<file path="src/rtl/perceptron_pkg.sv">
// Shared definitions for the perceptron trainer.
//   state_e  : trainer FSM states
//   DEF_*    : default parameter values used by the trainer and its lanes
//   sat_add  : add two signed values and clamp the sum to a w-bit signed range
package perceptron_pkg;

  typedef enum logic [1:0] {
    IDLE  = 2'd0,
    TRAIN = 2'd1,
    DONE  = 2'd2
  } state_e;

  localparam int DEF_N_IN      = 2;
  localparam int DEF_XW        = 7;
  localparam int DEF_WW        = 14;
  localparam int DEF_DEPTH     = 200;
  localparam int DEF_ALPHA     = 3;
  localparam int DEF_MAX_EPOCH = 63;

  // Operands arrive sign-extended to 64 bits, so the raw sum cannot overflow
  // for any width this design is used with.
  function automatic longint sat_add(input longint a, input longint b, input int w);
    longint sum;
    longint hi;
    longint lo;
    sum = a + b;
    hi  = (longint'(1) <<< (w - 1)) - longint'(1);
    lo  = -(longint'(1) <<< (w - 1));
    if (sum > hi) begin
      return hi;
    end else if (sum < lo) begin
      return lo;
    end
    return sum;
  endfunction

endpackage

</file>
<file path="src/rtl/perceptron_lane.sv">
// One input lane of the perceptron: forms the full-precision product x*w
// and the saturated candidate weight w + ALPHA*t*x.
//   x_i     : signed sample input (XW bits)
//   w_i     : current signed weight (WW bits)
//   t_i     : target, 1 = +1, 0 = -1
//   upd_i   : apply the learning step
//   prod_o  : signed x*w (XW+WW bits, exact)
//   w_nxt_o : next weight (w_i when upd_i is low)
module perceptron_lane
  import perceptron_pkg::*;
#(
  parameter int XW    = DEF_XW,
  parameter int WW    = DEF_WW,
  parameter int ALPHA = DEF_ALPHA
) (
  input  logic [XW-1:0]    x_i,
  input  logic [WW-1:0]    w_i,
  input  logic             t_i,
  input  logic             upd_i,
  output logic [XW+WW-1:0] prod_o,
  output logic [WW-1:0]    w_nxt_o
);

  localparam logic signed [7:0] ALPHA_S = 8'(ALPHA);

  logic signed [XW-1:0]    x_s;
  logic signed [WW-1:0]    w_s;
  logic signed [XW+WW-1:0] prod_s;
  logic signed [XW+8:0]    step_s;
  logic signed [XW+8:0]    step_t;

  assign x_s    = x_i;
  assign w_s    = w_i;
  assign prod_s = x_s * w_s;
  // 8-bit alpha times XW-bit x fits in XW+8 signed bits; one extra bit keeps
  // the negation for t=-1 exact.
  assign step_s = ALPHA_S * x_s;
  assign step_t = t_i ? step_s : -step_s;

  assign prod_o  = prod_s;
  assign w_nxt_o = upd_i ? WW'(sat_add(longint'(w_s), longint'(step_t), WW)) : w_i;

endmodule

</file>
<file path="src/rtl/perceptron_trainer.sv">
// Perceptron trainer: buffers up to DEPTH labelled samples, then on start
// sweeps them one per cycle, applying the perceptron rule, until an epoch
// makes no update or MAX_EPOCH epochs have run.
//   clk, rst        : clock, synchronous active-high reset
//   s_valid/s_ready : sample handshake; s_x packed signed inputs, s_t target
//   start           : begin (or resume) training
//   clear           : empty the buffer and zero weights and bias
//   busy            : high during every training cycle
//   done            : one-cycle pulse when training ends
//   converged       : last epoch made no update
//   epochs          : completed epochs of the last run
//   weights, bias   : current signed parameters
module perceptron_trainer
  import perceptron_pkg::*;
#(
  parameter int N_IN      = DEF_N_IN,
  parameter int XW        = DEF_XW,
  parameter int WW        = DEF_WW,
  parameter int DEPTH     = DEF_DEPTH,
  parameter int ALPHA     = DEF_ALPHA,
  parameter int MAX_EPOCH = DEF_MAX_EPOCH
) (
  input  logic                 clk,
  input  logic                 rst,
  input  logic                 s_valid,
  output logic                 s_ready,
  input  logic [N_IN*XW-1:0]   s_x,
  input  logic                 s_t,
  input  logic                 start,
  input  logic                 clear,
  output logic                 busy,
  output logic                 done,
  output logic                 converged,
  output logic [7:0]           epochs,
  output logic [N_IN*WW-1:0]   weights,
  output logic [WW-1:0]        bias
);

  localparam int SW = N_IN*XW + 1;
  localparam int CW = $clog2(DEPTH + 1);
  localparam int PW = XW + WW;
  localparam int YW = PW + $clog2(N_IN + 1) + 1;
  localparam logic signed [7:0]    ALPHA_S = 8'(ALPHA);
  localparam logic signed [YW-1:0] ZERO    = '0;

  state_e              state_q, state_d;
  logic [CW-1:0]       count_q, count_d;
  logic [CW-1:0]       idx_q, idx_d;
  logic [N_IN*WW-1:0]  weights_q, weights_d;
  logic [WW-1:0]       bias_q, bias_d;
  logic [7:0]          epochs_q, epochs_d;
  logic                conv_q, conv_d;
  logic                any_upd_q, any_upd_d;
  logic                wr_en;

  logic [SW-1:0]       mem_q [DEPTH];
  logic [SW-1:0]       smp;
  logic                smp_t;
  logic [PW-1:0]       prod [N_IN];
  logic [WW-1:0]       w_nxt [N_IN];
  logic signed [YW-1:0] yin;
  logic                upd;
  logic                last;
  logic                ep_upd;
  logic [WW-1:0]       bias_nxt;

  assign smp   = mem_q[idx_q];
  assign smp_t = smp[SW-1];

  for (genvar i = 0; i < N_IN; i++) begin : g_lane
    perceptron_lane #(
      .XW    (XW),
      .WW    (WW),
      .ALPHA (ALPHA)
    ) u_lane (
      .x_i     (smp[i*XW +: XW]),
      .w_i     (weights_q[i*WW +: WW]),
      .t_i     (smp_t),
      .upd_i   (upd),
      .prod_o  (prod[i]),
      .w_nxt_o (w_nxt[i])
    );
  end

  // Net input at full precision; YW leaves headroom for the N_IN+1 terms.
  always_comb begin
    yin = YW'($signed(bias_q));
    for (int i = 0; i < N_IN; i++) begin
      yin = yin + YW'($signed(prod[i]));
    end
  end

  // yin==0 counts as misclassified for either target.
  assign upd      = smp_t ? (yin <= ZERO) : (yin >= ZERO);
  assign bias_nxt = smp_t ? WW'(sat_add(longint'($signed(bias_q)), longint'(ALPHA_S), WW))
                          : WW'(sat_add(longint'($signed(bias_q)), -longint'(ALPHA_S), WW));
  assign last     = (idx_q == count_q - CW'(1));
  assign ep_upd   = any_upd_q | upd;

  always_comb begin
    state_d   = state_q;
    count_d   = count_q;
    idx_d     = idx_q;
    weights_d = weights_q;
    bias_d    = bias_q;
    epochs_d  = epochs_q;
    conv_d    = conv_q;
    any_upd_d = any_upd_q;
    wr_en     = 1'b0;
    case (state_q)
      IDLE: begin
        if (clear) begin
          count_d   = '0;
          weights_d = '0;
          bias_d    = '0;
        end else begin
          if (s_valid && s_ready) begin
            wr_en   = 1'b1;
            count_d = count_q + CW'(1);
          end
          if (start) begin
            epochs_d  = '0;
            conv_d    = 1'b0;
            idx_d     = '0;
            any_upd_d = 1'b0;
            if (count_q == '0) begin
              // Nothing to learn: report an immediately converged run.
              conv_d  = 1'b1;
              state_d = DONE;
            end else begin
              state_d = TRAIN;
            end
          end
        end
      end
      TRAIN: begin
        if (upd) begin
          for (int i = 0; i < N_IN; i++) begin
            weights_d[i*WW +: WW] = w_nxt[i];
          end
          bias_d = bias_nxt;
        end
        if (last) begin
          idx_d     = '0;
          epochs_d  = epochs_q + 8'd1;
          any_upd_d = 1'b0;
          if (!ep_upd) begin
            conv_d  = 1'b1;
            state_d = DONE;
          end else if (epochs_q == 8'(MAX_EPOCH - 1)) begin
            state_d = DONE;
          end
        end else begin
          idx_d     = idx_q + CW'(1);
          any_upd_d = ep_upd;
        end
      end
      DONE: begin
        state_d = IDLE;
      end
      default: begin
        state_d = IDLE;
      end
    endcase
  end

  always_ff @(posedge clk) begin
    if (rst) begin
      state_q   <= IDLE;
      count_q   <= '0;
      idx_q     <= '0;
      weights_q <= '0;
      bias_q    <= '0;
      epochs_q  <= '0;
      conv_q    <= 1'b0;
      any_upd_q <= 1'b0;
    end else begin
      state_q   <= state_d;
      count_q   <= count_d;
      idx_q     <= idx_d;
      weights_q <= weights_d;
      bias_q    <= bias_d;
      epochs_q  <= epochs_d;
      conv_q    <= conv_d;
      any_upd_q <= any_upd_d;
    end
  end

  // Sample storage is pure data; count_q alone decides which entries are live.
  always_ff @(posedge clk) begin
    if (wr_en) begin
      mem_q[count_q] <= {s_t, s_x};
    end
  end

  assign s_ready   = (state_q == IDLE) && (count_q < CW'(DEPTH));
  assign busy      = (state_q == TRAIN);
  assign done      = (state_q == DONE);
  assign converged = conv_q;
  assign epochs    = epochs_q;
  assign weights   = weights_q;
  assign bias      = bias_q;

endmodule

</file>
<file path="config.mk">
export PLATFORM = sky130hd
export DESIGN_NAME = perceptron_trainer
export DESIGN_NICKNAME = d
export VERILOG_FILES = /design/src/rtl/perceptron_pkg.sv /design/src/rtl/perceptron_lane.sv /design/src/rtl/perceptron_trainer.sv
export SDC_FILE = /design/constraint.sdc
export NUM_CORES = 2
export LEC_CHECK = 0
export ABC_AREA = 1
export ABC_CLOCK_PERIOD_IN_PS = 12800
export CAP_MARGIN = 0
export CELL_PAD_IN_SITES_DETAIL_PLACEMENT = 1
export CELL_PAD_IN_SITES_GLOBAL_PLACEMENT = 2
export CORE_MARGIN = 2
export CORE_UTILIZATION = 48
export DETAILED_ROUTE_END_ITERATION = 6
export HOLD_SLACK_MARGIN = 0.05
export PLACE_DENSITY_LB_ADDON = 0.12
export SLEW_MARGIN = 10
export SYNTH_ARGS = -nofsm -noshare
export SYNTH_HDL_FRONTEND = slang
export SYNTH_SLANG_ARGS = --single-unit
</file>
<file path="constraint.sdc">
create_clock -name clk -period 12.8 [get_ports clk]
set_input_delay 3.2 -clock clk [delete_from_list [all_inputs] [get_ports clk]]
set_output_delay 3.2 -clock clk [all_outputs]
set_load 0.02 [all_outputs]
</file>
## Word level (Yosys, flattened, before mapping)

Memory sizes are Yosys's and may differ from the RTL's. A register that Yosys moved wholly into a read port is not among the register bits.
Cells that the tools add are included.

- Input bits: 20
- Word-level logic and storage cells: 122
- Memories kept: 1
- Bits in writable memories: 3000
- Bits in registers: 70

- Multiplexer cells: 62
- $lt $le $gt $ge: 11
- Bitwise operators: 1
- Eq/ne operators: 11
- Add/sub/neg operators: 12
- Reductions and logical operators: 12
- Multipliers: 4

Memory list:

| memory | depth | width | read ports | clocked after Yosys merged registers in | write ports | line | source |
|---|---|---|---|---|---|---|---|
| mem_q | 200 | 15 | 1 | 1 | 1 | perceptron_trainer.sv:56 | `logic [SW-1:0] mem_q [DEPTH];` |

Operator list:

| cell | count |
|---|---|
| $mux 14 | 15 |
| $mux 8 | 8 |
| $mux 28 | 2 |
| $pmux 28 s2 | 1 |
| $mul 7x14->21 | 2 |
| $add 14x16->17 | 2 |
| $gt 17x14->1 const B | 2 |
| $lt 17x14->1 const B | 2 |
| $mux 16 | 2 |
| $neg 16->16 | 2 |
| $pmux 8 s2 | 2 |
| $add 14x3->15 const B | 2 |
| $gt 15x14->1 const B | 2 |
| $lt 15x14->1 const B | 2 |
| $pmux 14 s2 | 1 |
| $add 8x1->8 const B | 3 |
| $add 22x21->23 | 1 |
| $ge 23x1->1 const B | 1 |
| $le 23x1->1 const B | 1 |
| $add 14x21->22 | 1 |
| $mux 1 | 22 |
| $mul 3x7->10 const A | 2 |
| $mux 2 | 6 |
| $eq 8x6->1 const B | 1 |
| 19 further kinds | 28 |

## Longest topological paths before layout

- Word-level depth: 10
- Depth in mapped cells: 52

## Cells and area by module

From an unflattened synthesis, not the netlist that was laid out.

- Cell total of the unflattened synthesis: 11615
- Area total of the unflattened synthesis: 135332.3 um2

By module, submodules not included:

| module | seq. area each (um2) | cells an instance | instances | area each (um2) |
|---|---|---|---|---|
| perceptron_trainer | 91647.9 | 10119 | 1 | 124907.3 |
| perceptron_lane | 0.0 | 748 | 2 | 5212.5 |

## Least setup slack after synthesis

OpenSTA, ideal clock, no wires.

- Path type: register -> register
- From: reg (tool-made name)
- To: reg weights_q[11], in the netlist weights[11]
- Buffers on the path: 9
- Stages on the path, launching flop included: 49
- Arrival: 7.257 ns
- Setup slack: 5.426 ns
- Cell sequence: dfxtp_1 buf_6 inv_4 buf_12 buf_6 buf_6 buf_6 buf_2 o21ai_0 o22ai_1 o21ai_0 o22ai_1 nand2_1 nand3_1 nand3_1 nand3_1 nand2_2 buf_4 [... 13 more ...] nand3_1 nand2_1 nand2_1 nand2_1 nand2_1 nand2_1 nor2_1 nand2_1 nor2_1 nand3_1 nand2_1 nand2_1 nand2_1 nand2_1 buf_6 buf_2 a22oi_1 nor2_1

RTL lines:

| item | line | source |
|---|---|---|
| to (signal assigned) | perceptron_trainer.sv:181 | `weights_q <= weights_d;` |
| to (decl) | perceptron_trainer.sv:49 | `logic [N_IN*WW-1:0] weights_q, weights_d;` |

==> impl_summary.md <==
Run status
The flow ran to the end, but the final reports show violations. The final reports fail on DRC.

Layout
In the final layout, the share of cells above drive strength 1 is under 10%. Compared with the post-synthesis result, the final layout area differs by 11.6%. Cells fill 53.8% of the core in the end. After routing the design area is 150000 um^2. The final layout contains about 12000 nets. Once layout is complete, the cells apart from fillers number about 15000.

Clock network
Once the clock tree was built, the resizer swapped 0 gates to a different size. TritonCTS built the clock tree. CTS saw a little over 3000 sinks. The master cell of the clock root buffer is clkbuf_16. The number of buffers inserted by post-CTS setup repair is 0. The H-tree was split into 5 levels. The source-to-sink clock delay at the later pin of the worst-skew pair is 950 ps.

The count of hold buffers inserted by post-cts repair is 0. Buffers inserted during clock tree synthesis total around 330. Clock-pin slew was measured on the worst setup and hold paths at about 60 ps. The maximum clock path buffer count is 4.

Pwr
The share of total power dissipated in the clock network is between 20% and 30%. In this run, flip-flops and latches consume 30.3% of the power. Summed over all cells, the static leakage comes to just over 50 nW. Summed over all nets, the switching power comes to about 15 mW.

Across the VDD grid, the largest voltage drop is 594 uV. The switching share of power is between 40% and 50%. Internal power comes to about 22 mW. The combinational fraction of design power is between 40 and 50%. For this design the ratio of total power to cell area is 248 nW/um^2.

STA
In this run the tightest slew margin relative to its limit is between 20% and 30%. The final sum of negative setup slack is 0 ps. The number of failing setup endpoints in the final timing report is 0. The worst path setup slack after routing is around 1600 ps. The peak clock frequency supported by timing is between 80 and 90 MHz. The final clock skew is approximately 85 ps. For the pin with the worst max-slew slack, the measured transition is ~1200 ps. The final critical path takes up 87.9% of the cycle. Setup repair after global routing left no endpoint under its margin. The number of hold-slack violations in the final timing report is 0.

The max-slew violation count came to 0. The clock period minus final worst setup slack is 11250 ps.

Drt
In the final routed layout, each cell accounts on average for around 29 um. After the first detailed-routing iteration, the DRC count stood at a little over 10000. The total length of routed wires is ~450000 um. The mean number of vias per cell is ~6. The number of remaining DRC errors is 3. For this run, the detailed router's first-pass iteration total came to 7. Detailed routing inserted a total of 94100 vias. The number of routed nets with antenna violations is 0.

Worst hold path
The type of the worst min-delay path is reg -> reg.

Logic synthesis
The most used flip-flop cell after synthesis is edfxtp_1. For this run, the register share of the synthesized area comes to 68.1%. The number of synthesis warnings is 0.

In the post-synthesis netlist, the cell with the most instances is edfxtp_1. The number of synthesized register bits is ~3100. In the synthesized netlist, the cells that appear most often are edfxtp_1 (3000), nor2_1 (1942), o21ai_0 (1321).

Synthesis produced a netlist with a net count of approximately 12000. After synthesis the cells add up to approximately 130000 um^2. The post-synthesis average cell area is ~12 um^2. Synthesis produced roughly 11000 cells. The number of distinct library cells after synthesis is 50. Sorting the synthesized cells by area gives the leading types as edfxtp_1 (67%), nor2_1 (5.4%), o21ai_0 (4.9%).

The fraction of synthesized cell area taken by the top area cell type is between 60% and 70%. The largest total area in the synthesized netlist belongs to edfxtp_1. Counting flops with an async set or reset pin after synthesis yields a share of 0%. Counting flops with a built-in enable in the synthesized netlist gives 3000.

Worst setup path
The data arrival at the endpoint of the critical path is 12010 ps. Data on the critical path is required at its endpoint by between 10000 and 15000 ps. In this run the worst path has a maximum fanout of 147.

The endpoint kind of the worst setup timing path is a flip-flop. The classification of the worst setup path is reg -> reg. The critical path startpoint category is a flip-flop. For this run, the slowest stage of the critical path takes 690 ps.

The largest individual stage delay along the critical path comes from the cell nand2_2. The dominant cell type by count on the critical path is nand2_1.

Die
The die is 534 um tall. The initial utilization of the core area, before any placement, comes to 48.2%. The core footprint is ~280000 um^2. In this run the core area contains a little under 200 standard-cell rows. 74 I/O pins were placed. The overall die area is 285000 um^2. The die is about 530 um wide.

Global routing
The via count of the first global-routing pass is roughly 96000. The largest net degree at the start of global routing is about 150. The total overflow left after global routing is 0. The global-route usage over all layers is a little under a third. The global-route wire length before repair is approximately 660000 um. The initial antenna violation count is 24.

Placement
The placed standard-cell area is about 140000 um^2. Summed over all nets, the half-perimeter wirelength after detailed placement is between 200000 and 300000 um. The worst slack at placement is 1730 ps. The number of port buffers is 73.

The instance count after placement with tap cells included is approximately 15000. The placer's final routability congestion estimate is around 0.87.

Run
The max-capacitance violation count is 0.
[power by group through the flow]
| stage | combinational [mW] | clock, mW | sequential (mW) |
|---|---|---|---|
| 6_report | 16.6 | 9.37 | 11.3 |
| 5_1_grt | 18.9 | 9.84 | 11.3 |
| 4_1_cts | 16.7 | 9.47 | 11.3 |
| 3_5_place_dp | 16.6 | 0 | 11.5 |
| 3_3_place_gp | 16.3 | 0 | 11.5 |
| 2_1_floorplan | 13.0 | 0 | 11.5 |
[metal layers]
| layer | vias up | track usage [%] | wire length [um] |
|---|---|---|---|
| met4 | 6 | 9.40 | 13700 |
| met2 | 3504 | 49.1 | 210000 |
| met5 | - | 0 | 34 |
| li1 | 40900 | - | - |
| met3 | 636 | 4.73 | 34100 |
| met1 | 49000 | 44.1 | 190000 |
[placed cells by master (no fill, tap or decap), types with 72 or more instances in the layout]
cell type  count
edfxtp_1    3000
nor2_1      1928
o21ai_0     1321
nand2_1     1267
nand3_1      811
o22ai_1      669
inv_1        480
buf_4        353
clkbuf_16    333
o21ai_1      245
fa_1         214
a21oi_1      168
ha_1         126
clkinv_1      86
clkbuf_1      74
dfxtp_1       72
[path summary, 6_finish.rpt]
| kind | startpoint | slack (ps) | to | cells after the start |
|---|---|---|---|---|
| max reg2reg | flip-flop | 1550 | weights[3] | 39 |
| max | flip-flop | 1550 | weights[3] | 39 |
| min reg2reg | epochs[6] | 490 | epochs[6] | 1 |
| min | epochs[6] | 490 | epochs[6] | 1 |
[area by class of cell]
type / instances / area [um^2]
inverters: 505 / 1940
well taps: 3724 / 4660
clock inverters: 178 / 1740
flip-flops and latches: 3078 / 91700
clock buffers: 410 / 8650
repair buffers: 471 / 4340
multi-input cells: 7062 / 37200
diodes: 11 / 27.5
fillers: 28400 / 129000
[sequential cells by signal, summed over array words and instances, names as in the netlist, named ones only]
signal,flops
bias,14
count_q,8
converged,1
weights,28
idx_q,8
mem_q,3000
any_upd_q,1
epochs,8
state_q,2
[cell families after synthesis]
family,synth area share [%]
AOI/OAI and AO/OA,10.2
xor gates and xnor gates,0.538
adders and majority gates,4.35
buffers and inverters,4.34
DFF,68.1
and+or+nand+nor,12.4
[worst max-delay path: cells and delay by family (launching register included)]
kind                       cells  cell delay (ps)
buffers and inverters          7             2070
AOI/OAI and AO/OA              4             1010
adders and majority gates      7             3280
DFF                            1              530
and+or+nand+nor               21             4000
[through the flow]
step                hold slack (ps)  total power, mW
floorplan                       445             24.5
global placement                472             27.7
detailed placement              487             28.0
CTS                             498             37.4
global route                    518             40.0
finish                          494             37.2
Note: power is estimated with default switching activity, not from simulation.
